==> src/rtl/logic_unit_pkg.sv <==
// Shared logic-unit types, opcodes and the bitwise operation; combinational, no latency.
// No handshake here, so no backpressure.
package logic_unit_pkg;

  localparam int MAX_W = 64;

  localparam logic [1:0] OP_AND = 2'b00;
  localparam logic [1:0] OP_OR  = 2'b01;
  localparam logic [1:0] OP_XOR = 2'b10;
  localparam logic [1:0] OP_LSB = 2'b11;

  typedef enum logic {
    IDLE = 1'b0,
    HOLD = 1'b1
  } lu_state_t;

  // Operands arrive zero-extended to MAX_W; callers truncate back to their width.
  function automatic logic [MAX_W-1:0] logic_op(input logic [MAX_W-1:0] a,
                                                input logic [MAX_W-1:0] b,
                                                input logic [1:0]       op);
    logic [MAX_W-1:0] r;
    case (op)
      OP_AND:  r = a & b;
      OP_OR:   r = a | b;
      OP_XOR:  r = a ^ b;
      default: r = {{(MAX_W-1){1'b0}}, a[0]};
    endcase
    return r;
  endfunction

endpackage

==> src/rtl/logic_unit_arbiter_if.sv <==
// Request/response bundle between requesters, the shared logic unit and its consumer.
// valid/ready on both sides; the arbiter is the slave.
interface logic_unit_arbiter_if #(
  parameter int N_REQ = 4,
  parameter int WIDTH = 32,
  parameter int ID_W  = $clog2(N_REQ)
);
  logic [N_REQ-1:0]       req_valid;
  logic [N_REQ-1:0]       req_ready;
  logic [N_REQ*WIDTH-1:0] req_a;
  logic [N_REQ*WIDTH-1:0] req_b;
  logic [N_REQ*2-1:0]     req_op;
  logic                   resp_valid;
  logic                   resp_ready;
  logic [ID_W-1:0]        resp_id;
  logic [WIDTH-1:0]       resp_data;
  logic                   resp_zero;

  modport master (
    output req_valid, req_a, req_b, req_op, resp_ready,
    input  req_ready, resp_valid, resp_id, resp_data, resp_zero
  );

  modport slave (
    input  req_valid, req_a, req_b, req_op, resp_ready,
    output req_ready, resp_valid, resp_id, resp_data, resp_zero
  );
endinterface

==> src/rtl/logic_unit_arbiter_rr_pick.sv <==
// Round-robin picker: first set req bit at or after ptr wins; purely combinational.
// en low forces no grant, which is how callers apply backpressure.
module rr_pick #(
  parameter int N_REQ = 4,
  parameter int ID_W  = $clog2(N_REQ)
) (
  input  logic [N_REQ-1:0] req,
  input  logic [ID_W-1:0]  ptr,
  input  logic             en,
  output logic [N_REQ-1:0] gnt,
  output logic [ID_W-1:0]  gnt_id
);

  int idx;

  // Scan from the farthest offset down so the nearest request to ptr is written last.
  always_comb begin
    gnt    = '0;
    gnt_id = '0;
    idx    = 0;
    if (en) begin
      for (int k = N_REQ - 1; k >= 0; k--) begin
        idx = int'(ptr) + k;
        if (idx >= N_REQ) idx = idx - N_REQ;
        if (req[idx]) begin
          gnt      = '0;
          gnt[idx] = 1'b1;
          gnt_id   = ID_W'(idx);
        end
      end
    end
  end

endmodule

==> src/rtl/logic_unit_arbiter.sv <==
// Round-robin sharing of one bitwise logic unit; result registered, 1-cycle latency.
// Response held until resp_ready; no request is granted while a held response is stalled.
module logic_unit_arbiter
  import logic_unit_pkg::*;
#(
  parameter int N_REQ = 4,
  parameter int WIDTH = 32,
  parameter int ID_W  = $clog2(N_REQ)
) (
  input logic                 clk,
  input logic                 rst_n,
  logic_unit_arbiter_if.slave bus
);

  lu_state_t         state_q;
  lu_state_t         state_d;
  logic [ID_W-1:0]   ptr_q;
  logic [N_REQ-1:0]  gnt;
  logic [ID_W-1:0]   gnt_id;
  logic              can_accept;
  logic              accept;
  logic [WIDTH-1:0]  a_sel;
  logic [WIDTH-1:0]  b_sel;
  logic [1:0]        op_sel;
  logic [WIDTH-1:0]  result;
  logic [ID_W-1:0]   ptr_next;

  // rst_n gates the grant so nothing is offered while reset is held.
  rr_pick #(.N_REQ(N_REQ), .ID_W(ID_W)) u_pick (
    .req    (bus.req_valid),
    .ptr    (ptr_q),
    .en     (can_accept & rst_n),
    .gnt    (gnt),
    .gnt_id (gnt_id)
  );

  assign bus.req_ready = gnt;
  assign accept        = |(bus.req_valid & gnt);

  always_comb begin
    a_sel  = bus.req_a[int'(gnt_id)*WIDTH +: WIDTH];
    b_sel  = bus.req_b[int'(gnt_id)*WIDTH +: WIDTH];
    op_sel = bus.req_op[int'(gnt_id)*2 +: 2];
    result = WIDTH'(logic_op(MAX_W'(a_sel), MAX_W'(b_sel), op_sel));
    ptr_next = (gnt_id == ID_W'(N_REQ - 1)) ? '0 : gnt_id + ID_W'(1);
  end

  always_ff @(posedge clk or negedge rst_n) begin
    if (!rst_n) state_q <= IDLE;
    else        state_q <= state_d;
  end

  always_comb begin
    state_d = state_q;
    case (state_q)
      IDLE: if (accept) state_d = HOLD;
      HOLD: if (accept) state_d = HOLD;
            else if (bus.resp_ready) state_d = IDLE;
      default: state_d = IDLE;
    endcase
  end

  always_comb begin
    bus.resp_valid = (state_q == HOLD);
    can_accept     = (state_q == IDLE) || bus.resp_ready;
  end

  always_ff @(posedge clk or negedge rst_n) begin
    if (!rst_n) begin
      ptr_q         <= '0;
      bus.resp_id   <= '0;
      bus.resp_data <= '0;
      bus.resp_zero <= 1'b0;
    end else if (accept) begin
      ptr_q         <= ptr_next;
      bus.resp_id   <= gnt_id;
      bus.resp_data <= result;
      bus.resp_zero <= (result == '0);
    end
  end

endmodule

==> src/flat_wrapper.sv <==
// flat-port wrapper written by rule: the top's interface ports become plain ports
module logic_unit_arbiter_flat import logic_unit_pkg::*;
#(
  parameter int N_REQ = 4,
  parameter int WIDTH = 32,
  parameter int ID_W  = $clog2(N_REQ)
)
  (clk, rst_n, bus_req_valid, bus_req_a, bus_req_b, bus_req_op, bus_resp_ready, bus_req_ready, bus_resp_valid, bus_resp_id, bus_resp_data, bus_resp_zero);
  logic_unit_arbiter_if #(.N_REQ(N_REQ), .WIDTH(WIDTH), .ID_W(ID_W)) bus_i ();
  input logic clk;
  input logic rst_n;
  input wire logic [$bits(bus_i.req_valid)-1:0] bus_req_valid;
  input wire logic [$bits(bus_i.req_a)-1:0] bus_req_a;
  input wire logic [$bits(bus_i.req_b)-1:0] bus_req_b;
  input wire logic [$bits(bus_i.req_op)-1:0] bus_req_op;
  input wire logic [$bits(bus_i.resp_ready)-1:0] bus_resp_ready;
  output wire logic [$bits(bus_i.req_ready)-1:0] bus_req_ready;
  output wire logic [$bits(bus_i.resp_valid)-1:0] bus_resp_valid;
  output wire logic [$bits(bus_i.resp_id)-1:0] bus_resp_id;
  output wire logic [$bits(bus_i.resp_data)-1:0] bus_resp_data;
  output wire logic [$bits(bus_i.resp_zero)-1:0] bus_resp_zero;
  assign bus_i.req_valid = bus_req_valid;
  assign bus_i.req_a = bus_req_a;
  assign bus_i.req_b = bus_req_b;
  assign bus_i.req_op = bus_req_op;
  assign bus_i.resp_ready = bus_resp_ready;
  assign bus_req_ready = bus_i.req_ready;
  assign bus_resp_valid = bus_i.resp_valid;
  assign bus_resp_id = bus_i.resp_id;
  assign bus_resp_data = bus_i.resp_data;
  assign bus_resp_zero = bus_i.resp_zero;
  logic_unit_arbiter #(.N_REQ(N_REQ), .WIDTH(WIDTH), .ID_W(ID_W)) u_core (.clk(clk), .rst_n(rst_n), .bus(bus_i));
endmodule
==> config.mk <==
export PLATFORM = sky130hd
export DESIGN_NAME = logic_unit_arbiter_flat
export DESIGN_NICKNAME = d
export VERILOG_FILES = /design/src/rtl/logic_unit_pkg.sv /design/src/rtl/logic_unit_arbiter_if.sv /design/src/rtl/logic_unit_arbiter_rr_pick.sv /design/src/rtl/logic_unit_arbiter.sv /design/src/flat_wrapper.sv
export SDC_FILE = /design/constraint.sdc
export NUM_CORES = 1
export LEC_CHECK = 0
export ABC_AREA = 1
export CORE_MARGIN = 5
export CORE_UTILIZATION = 38
export CTS_BUF_LIST = sky130_fd_sc_hd__clkbuf_8
export DETAILED_ROUTE_END_ITERATION = 16
export PLACE_DENSITY = 0.86
export SETUP_SLACK_MARGIN = 0.15
export SYNTH_ARGS = -nofsm -noshare
export SYNTH_HDL_FRONTEND = slang
export SYNTH_HIERARCHICAL = 1
export SYNTH_SLANG_ARGS = --single-unit
==> constraint.sdc <==
create_clock -name clk -period 4 [get_ports clk]
set_clock_uncertainty 0.05 [all_clocks]
set_input_delay 0.8 -clock clk [delete_from_list [all_inputs] [get_ports clk]]
set_output_delay 0.8 -clock clk [all_outputs]
set_load 0.1 [all_outputs]
=== After elaboration in Yosys (flattened, before gate mapping) ===
Cells that the tools add are included.

* Flip-flop bits (word level): 38
* Bits in latches: 0
* Memory bits (writable): 0
* ROM bits: 0
* Bits of input ports: 271
* Logic and storage cells: 89
* Memories kept: 0

* Add/subtract/negate cells: 8
* Multiply operators: 0
* Divide/modulo/power cells: 0
* Order comparisons: 12
* Equality and inequality tests: 3
* Shifts and indexed selects: 3
* Mux-type cells: 44
* Bitwise operators: 6
* Reductions and logical operators: 8

{| class="wikitable"
|+ Operator list
! operator !! number
|-
| two-way mux 32 bit || 8
|-
| variable part select 128 x 8 -> 32 bit || 2
|-
| greater-or-equal comparator 32 x 1 -> 1 bit, second input constant || 4
|-
| < comparator 32 x 4 -> 1 bit, second input constant || 4
|-
| one-hot mux 32 bit (3 select lines) || 1
|-
| bitwise AND 32 bit || 1
|-
| greater-or-equal comparator 32 x 4 -> 1 bit, second input constant || 1
|-
| logical NOT 32 bit || 1
|-
| bitwise OR 32 bit || 1
|-
| subtractor 32 x 4 -> 32 bit, second input constant || 1
|-
| bitwise XOR 32 bit || 1
|-
| two-way mux 4 bit || 5
|-
| two-way mux 1 bit || 15
|-
| two-way mux 2 bit || 6
|-
| binary-select mux 1 bit (select 2 bit) || 4
|-
| demux 1 bit (select 2 bit) || 4
|-
| variable part select 8 x 4 -> 2 bit || 1
|-
| subtractor 3 x 3 -> 4 bit, second input constant || 2
|-
| adder 2 x 2 -> 3 bit, second input constant || 2
|-
| greater-or-equal comparator 3 bit, second input constant || 2
|-
| bitwise AND 4 bit || 1
|-
| equality test 2 bit, second input constant || 2
|-
| logical AND 1 bit || 4
|-
| OR reduction 4 bit || 1
|-
| 10 further kinds || 10
|}

=== Logic depth before layout (Yosys ltp) ===
Gate-level depths: netlist of run 1.

* Word-level depth: 17
* Gate-level depth with buffers: 29
* Mapped depth without buffers: 25

=== Cells and area by module ===
The synthesis of run 1 kept the hierarchy.

{| class="wikitable"
|+ By module, submodules not included
! module !! instances !! cells each !! area an instance (µm²) !! seq. area each (µm²)
|-
| logic_unit_arbiter || 1 || 903 || 5460.2 || 950.9
|-
| rr_pick || 1 || 94 || 536.8 || 0.0
|}

=== Worst setup path after synthesis of run 1 ===
OpenSTA, ideal clock, no wires.

* Path type: reg2reg
* Start: register u_core.ptr_q[0]
* End: register u_core.bus.resp_zero
* Setup time: 0.068 ns
* Arrival: 3.683 ns
* Setup slack: 0.199 ns
* Cell stages (with the launch flop): 27
* Buffers on the path: 4
* Clock period less this slack: 3.801 ns
* Cell sequence: dfrtp_1 inv_2 ha_1 inv_1 nand3_2 nand2_4 inv_4 nand2_1 nand2_1 a21oi_1 buf_6 buf_2 buf_2 buf_1 a21oi_1 a32oi_1 inv_1 ha_1 nand3_1 nand2_1 nor2_1 nand2_1 nor2_1 nand2_1 nor2_1 nand2_1 nand2_1

* Cells in the longest elaborated chain, start to end: 16

{| class="wikitable"
|+ Ends and longest elaborated chain
! item !! RTL line !! source
|-
| start: declaration || logic_unit_arbiter.sv:17 || <nowiki>logic [ID_W-1:0] ptr_q;</nowiki>
|-
| start signal: assignment || logic_unit_arbiter.sv:75 || <nowiki>ptr_q <= ptr_next;</nowiki>
|-
| adder 2 x 2 -> 3 bit || logic_unit_arbiter_rr_pick.sv:23 || <nowiki>idx = int'(ptr) + k;</nowiki>
|-
| subtractor 32 x 4 -> 32 bit / greater-or-equal comparator 32 x 4 -> 1 bit (equally long branches) || logic_unit_arbiter_rr_pick.sv:24 || <nowiki>if (idx >= N_REQ) idx = idx - N_REQ;</nowiki>
|-
| two-way mux 32 bit || logic_unit_arbiter_rr_pick.sv:24 ||
|-
| two-way mux 32 bit || logic_unit_arbiter_rr_pick.sv:21 || <nowiki>if (en) begin</nowiki>
|-
| binary-select mux 1 bit (select 2 bit) || logic_unit_arbiter_rr_pick.sv:25 || <nowiki>if (req[idx]) begin</nowiki>
|-
| two-way mux 1 bit (implied by the code) (2 in a row) || logic_unit_arbiter_rr_pick.sv:25 ||
|-
| two-way mux 2 bit (3 in a row) || logic_unit_arbiter_rr_pick.sv:25 ||
|-
| two-way mux 2 bit * || logic_unit_arbiter_rr_pick.sv:25 ||
|-
| two-way mux 2 bit * || logic_unit_arbiter_rr_pick.sv:21 ||
|-
| via u_core.gnt_id[0] || logic_unit_arbiter.sv:19 || <nowiki>logic [ID_W-1:0] gnt_id;</nowiki>
|-
| variable part select 128 x 8 -> 32 bit (tied with other cells) || logic_unit_arbiter.sv:41 || <nowiki>a_sel = bus.req_a[int'(gnt_id)*WIDTH +: WIDTH];</nowiki>
|-
| bitwise XOR 32 bit (tied with other cells) || logic_unit_pkg.sv:25 || <nowiki>OP_XOR: r = a ^ b;</nowiki>
|-
| one-hot mux 32 bit (3 select lines) * || logic_unit_pkg.sv:22 || <nowiki>case (op)</nowiki>
|-
| logical NOT 32 bit * || logic_unit_arbiter.sv:78 || <nowiki>bus.resp_zero <= (result == '0);</nowiki>
|-
| end signal: assignment || logic_unit_arbiter.sv:78 ||
|-
| end: declaration || logic_unit_arbiter_if.sv:26 || <nowiki>output req_ready, resp_valid, resp_id, resp_data, resp_zero</nowiki>
|}

Mark *: on every way through the listed nets, which the timed path passes. The rest lies on a longest branch. The select of a mux whose other input is x is not followed.
A chain may end at the register's enable or synchronous reset.

=== Worst setup path in the final report of run 1 ===
* Start: register u_core.ptr_q[1]
* End: register u_core.bus.resp_zero

Same word-level chain as after synthesis.

==> out/results.tsv, run 1 <==
metric	value	unit
outcome	completed	
drtAntennaViolNets	0	
worstPathMaxFanout	20	
post_drt_wl_per_cell	16.4	um
synth_largest_area_cell	sky130_fd_sc_hd__nand2_1	
synthSimpleGateAreaFrac	36.9	%
peakVddDrop	0.497	mV
routed_wirelength	25700	um
top_level_ports	311	
grt_max_degree	59	
clk_transition_reported_paths	0.08	ns
syn-cell-area	6000	um2
largest_family_of_logic_cells_by_synthesized_area	simple AND/OR/NAND/NOR gates	
syn_inst	997	
timing_hold_violations_final	0	
synth_cell_type_count	32	
synthMostInstantiatedCell	sky130_fd_sc_hd__nand2_1	
diodes	0	
synth_compound_gate_area_share	18.4	%
ctsHtreeMaxLevel	2	
yosys.area_share.adder	15.2	%
maxClockFrequency	0.258	GHz
setup-violations-final	0	
holdCritPathClass	flop to flop	
detail_route.first_pass.iterations	5	
synth_seq_cells	38	
yosys-mux-area-fraction	0	%
synth.area.top_cells	sky130_fd_sc_hd__nand2_1, sky130_fd_sc_hd__dfrtp_1, sky130_fd_sc_hd__ha_1	
min_period	3.88	ns
netlist_top_cells_count	sky130_fd_sc_hd__nand2_1, sky130_fd_sc_hd__inv_1, sky130_fd_sc_hd__nor2_1, sky130_fd_sc_hd__ha_1, sky130_fd_sc_hd__a21oi_1	
die_y	136	um
cts_tree	built	
clock_latency	0.29	ns
critPathRequiredTime	4.18	ns
cpPeakStageDelay	0.46	ns
core_area	15700	um2
vias_per_cell	5.12	
syn_nets	1341	
gr-total-overflow	0	
multiInputGateArea	4500	um2
ff_latch_area	952	um2
cts-buffers-inserted	5	
antenna_violations_before_repair	0	
start_util	38.3	%
fraction_of_final_layout_cells_with_drive_strength_greater_than_1	14.6	%
cp-end-kind	flop	
crit_path_top_delay_cell	sky130_fd_sc_hd__dfrtp_2	
async_set_or_reset_flop_fraction_in_the_synthesized_netlist	100	%
grt_setup_unrepaired	no	
port-buffer-count	310	
power_density	892	nW/um2
synth-warning-count	6	
cp.arrival	4.06	ns
die_w	136	um
nNetsFinal	1699	
syn_to_final_growth	77.3	%
clk_path_buf_depth	2	
startpoint_type	flop	
num_vias	8050	
ys.flop_type	sky130_fd_sc_hd__dfrtp_1	
average_size_of_a_mapped_cell	6.02	um2
yosys.area_share.xor_xnor	0	%
final_period_utilization	97.1	%
grt_pass1_wl	35500	um
tightestPinTransition	1.07	ns
crit_path_frequent_cell	sky130_fd_sc_hd__nand2_1	
remaining_drc_errors	0	
die-area	18400	um2
detailed_place_hpwl	18900	um
critPathKind	flop to flop	
cts-hold-fix-buffers	0	
cap_viol_max_count	0	
fillCellCount	1312	
core.rowCount	46	
timing.final.max_slew_violations	0	
synth-seq-area-share	15.9	%
final_core_util	67.9	%
cts.sinks	38	
groute.usage.overall	23.8	%
timing.max_slew.rel_slack	28.5	%
fin_worst_hold_slack	0.438	ns
power.static_leakage	5.23	nW
dr.first_iter.drc_count	654	
vias_in_the_first_global_route	7392	
gpl.final_weighted_congestion	0.890	
synth_enable_flop_cells	0	
ctsRootBufferMaster	sky130_fd_sc_hd__clkbuf_8	
yosysTopAreaCellShare	22.2	%
[layer usage]
metal	vias to the layer above	global-route usage [%]	routed length [um]
li1	3931	-	-
met2	394	43.2	12700
met3	69	3.64	2110
met5	-	0	0
met4	0	7.45	880
met1	3656	28.7	10000
[worst max-delay path: cells and delay by family (launching register included)]
family | cells | cell delay, ns
AOI/OAI and AO/OA | 2 | 0.60
adders and majority gates | 2 | 0.62
buffers and inverters | 6 | 0.79
DFF | 1 | 0.46
and+or+nand+nor | 15 | 1.31
[metrics by stage]
stage	setup WS, ns	cell area, um2	std cells	TNS [ns]	power [mW]
2_1_floorplan	0.199	6000	997	0	5.63
3_3_place_gp	-0.0921	9830	1542	-0.0921	8.03
3_5_place_dp	-0.190	9830	1542	-0.190	8.22
4_1_cts	0.152	9960	1550	0	8.56
5_1_grt	0.0109	10600	1572	0	10.3
6_report	0.118	10600	1572	0	9.48
[cell families (layout without fill, tap and decap cells)]
family | count (synthesis) | after routing
AO/OA/AOI/OAI | 170 | 170
flip-flops | 38 | 38
buffers and inverters | 196 | 555
AND/OR/NAND/NOR | 520 | 520
adder cells (fa/ha/maj) | 73 | 73
[sequential cells by signal, summed over array words and instances (netlist names)]
signal,cells
u_core/bus.resp_data,32
u_core/bus.resp_id,2
u_core/ptr_q,2
u_core/bus.resp_valid,1
u_core/bus.resp_zero,1
[layout make-up]
class,count,area share [%]
multi-input cells,763,42.3
well taps,216,2.54
clock buffers,6,0.777
repair buffers,413,40.4
flip-flops and latches,38,8.96
clock inverters,2,0.0824
inverters,134,4.92
[where the power goes]
group | switching, mW | total (mW) | internal [mW]
sequential | 0.104 | 0.658 | 0.554
combinational | 5.22 | 8.55 | 3.33
clock | 0.136 | 0.273 | 0.137
total | 5.46 | 9.48 | 4.02
[placed cells by master, fill, tap and decap left out, drive strengths merged, types with 38 or more instances in the layout]
| master | n |
|---|---|
| buf | 97 |
| nand2 | 367 |
| nand3 | 48 |
| a21oi | 69 |
| dfrtp | 38 |
| clkdlybuf4s50 | 301 |
| ha | 73 |
| nor2 | 87 |
| a32oi | 63 |
| inv | 135 |
[path summary, 6_finish.rpt]
kind / from / end / slack (ns) / cells after the start
worst min-delay path: u_core/bus.resp_data[10] / u_core/bus.resp_data[10] / 0.44 / 2
worst max register to register: u_core/ptr_q[1] / u_core/bus.resp_zero / 0.12 / 25
min in group asynchronous: rst_n / u_core/bus.resp_data[29] / 0.53 / 2
max in group asynchronous: rst_n / u_core/ptr_q[1] / 2.98 / 2
worst min register to register: u_core/bus.resp_data[10] / u_core/bus.resp_data[10] / 0.44 / 2
worst max-delay path: u_core/ptr_q[1] / u_core/bus.resp_zero / 0.12 / 25
[repair_timing]
item                       CTS  global route
buffers inserted             0            11
setup endpoints to repair    1             9
gates cloned                 0            11
gates resized for setup      6            61
pin swaps                    0            16
No activity file was read; power rests on OpenSTA's default activity.
==> run 2, diff against run 1 <==
- CTS_CLUSTER_SIZE: unset -> 14
- SKIP_CTS_REPAIR_TIMING: unset -> 1
==> run 2 against run 1 <==
Clock-buffer cell count did not move. Die area is the same. Total power fell by 0.23%. Global-route usage is 0.13 points lower. Largest power group unchanged. Highest routed layer unchanged.
==> out/results.tsv, run 2 (synthesized netlist as in run 1, its figures left out) <==
metric	value	unit	change
outcome	completed		
crit_path_buffers_inverters	7		+1
gr-total-overflow	0		unchanged
drtAntennaViolNets	0		unchanged
fraction_of_final_layout_cells_with_drive_strength_greater_than_1	14.5	%	-0.074 points
maxClockFrequency	0.261	GHz	+1.4%
core_area	15700	um2	unchanged
detail_route.first_pass.iterations	6		+1
die_w	136	um	unchanged
top_level_ports	311		unchanged
dr.first_iter.drc_count	520		-20%
mostFrequentLayoutCell	sky130_fd_sc_hd__nand2_1		
ctsHtreeMaxLevel	2		unchanged
worstPathMaxFanout	20		unchanged
sequentialPowerShare	7.0	%	about the same
critPathRequiredTime	4.18	ns	about the same
startpoint_type	primary input		
power.combinational.fraction	90.1	%	about the same
post_drt_wl_per_cell	16.3	um	-0.30%
die_y	136	um	unchanged
diodes	0		unchanged
groute.usage.overall	23.7	%	-0.13 points
grt_max_degree	59		unchanged
total_power	9.46	mW	-0.23%
timing.final.max_slew_violations	0		unchanged
vias_per_cell	5.12		about the same
internal_power	4.01	mW	-0.29%
final-instance-count-excl-fill	1572		unchanged
cap_viol_max_count	0		unchanged
core.rowCount	46		unchanged
power.static_leakage	5.23	nW	about the same
crit_path_cell_chain	clkdlybuf4s50_1 -> inv_1 -> a21boi_0 -> buf_4 -> nand2_1 -> a21oi_4 -> buf_12 -> buf_12 -> clkbuf_16 -> nand2_1 -> a32oi_1 -> inv_1 -> ha_1 -> nand2_1 -> nand2_1 -> nor2_1 -> nand2_1 -> nor2_1 -> nand2_1 -> nor2_1 -> nand2_1 -> nand2_1		
setup-violations-final	0		unchanged
swShare	57.6	%	about the same
power_density	891	nW/um2	-0.11%
p_clk_share	2.9	%	about the same
regMostFlops	u_core/bus.resp_data		
port-buffer-count	310		unchanged
crit_path_top_delay_cell	sky130_fd_sc_hd__clkdlybuf4s50_1		
clk_path_buf_depth	2		unchanged
nNetsFinal	1699		unchanged
num_vias	8053		+0.037%
syn_to_final_growth	77.1	%	
fin_worst_hold_slack	0.437	ns	-0.000605 ns
crit_path_frequent_cell	sky130_fd_sc_hd__nand2_1		
antenna_violations_before_repair	0		unchanged
detailed_place_hpwl	18900	um	unchanged
clock_latency	0.29	ns	about the same
timing.max_slew.rel_slack	27.9	%	-0.61 points
cts.sinks	38		unchanged
ctsRootBufferMaster	sky130_fd_sc_hd__clkbuf_8		
layout.cells.most_common_list	sky130_fd_sc_hd__nand2_1, sky130_fd_sc_hd__clkdlybuf4s50_1, sky130_fd_sc_hd__inv_1		
fin_tns_setup	0	ns	unchanged
final_period_utilization	95.7	%	-1.3 points
routed_wirelength	25600	um	-0.30%
remaining_drc_errors	0		unchanged
peakVddDrop	0.504	mV	+1.5%
holdCritPathClass	flop to flop		
final_core_util	67.8	%	-0.080 points
grt_setup_unrepaired	no		
grt_pass1_wl	35300	um	-0.56%
placed_cells	1542		unchanged
tightestPinTransition	1.08	ns	+0.00912 ns
layout_top_registers	u_core/bus.resp_data (32), u_core/bus.resp_id (2), u_core/ptr_q (2)		
cts_tree	built		
vias_in_the_first_global_route	7368		-0.32%
die-area	18400	um2	unchanged
clk_transition_reported_paths	0.07	ns	about the same
start_util	38.3	%	unchanged
cpPeakStageDelay	0.45	ns	about the same
gpl.final_weighted_congestion	0.890		unchanged
total_switching_power	5.45	mW	-0.18%
timing_hold_violations_final	0		unchanged
min_period	3.83	ns	-0.0528 ns
cp-end-kind	flop		
cp.arrival	4.01	ns	-0.05 ns
cp_top_family	buffers and inverters		
critPathKind	primary input to flop		
cts-buffers-inserted	5		unchanged
largest_register_ffs	32		unchanged
## run 2: worst paths after layout
kind                                                from                        to  cells past startpoint  slack [ns]
min in group asynchronous                          rst_n  u_core/bus.resp_data[29]                      2        0.52
worst min-delay path            u_core/bus.resp_data[31]  u_core/bus.resp_data[31]                      2        0.44
worst min register to register  u_core/bus.resp_data[31]  u_core/bus.resp_data[31]                      2        0.44
worst max register to register           u_core/ptr_q[1]      u_core/bus.resp_zero                     25        0.20
max in group asynchronous                          rst_n           u_core/ptr_q[1]                      2        2.99
worst max-delay path                      bus_resp_ready      u_core/bus.resp_zero                     22        0.17
## run 2: final cells by class
| type | instances | area, um2 |
|---|---|---|
| Clock buffer | 6 | 82.6 |
| Sequential cell | 38 | 952 |
| Timing Repair Buffer | 413 | 4290 |
| Inverter | 134 | 523 |
| Multi-Input combinational cell | 763 | 4490 |
| Fill cell | 1320 | 5040 |
| Tap cell | 216 | 270 |
| Clock inverter | 2 | 8.76 |
## run 2: per-stage QoR
stage               setup slack (ns)  area (um2)
global route                  0.0848       10600
finish                         0.170       10600
CTS                           0.0991        9920
detailed placement            -0.190        9830
floorplan                      0.199        6000
global placement             -0.0921        9830
## run 2: routing by layer
metal	vias to the layer above	wire (um)	track usage [%]
met5	-	0	0
met2	381	12600	42.8
met4	0	908	7.61
met1	3662	9990	28.6
met3	73	2120	3.60
li1	3937	-	-
## run 2: tightest hold or removal path, stage by stage, from the launching register on
cell                      delay (ns)
sky130_fd_sc_hd__dfrtp_1        0.35
sky130_fd_sc_hd__nand2_1        0.05
sky130_fd_sc_hd__o21ai_0        0.06
## run 2: power by group through the flow
stage	Combinational, mW	Sequential (mW)	Clock (mW)
after floorplan	3.96	1.67	0
after global placement	7.37	0.662	0
after detailed placement	7.56	0.665	0
after CTS	7.59	0.659	0.284
after global routing	9.30	0.679	0.296
final	8.53	0.659	0.273
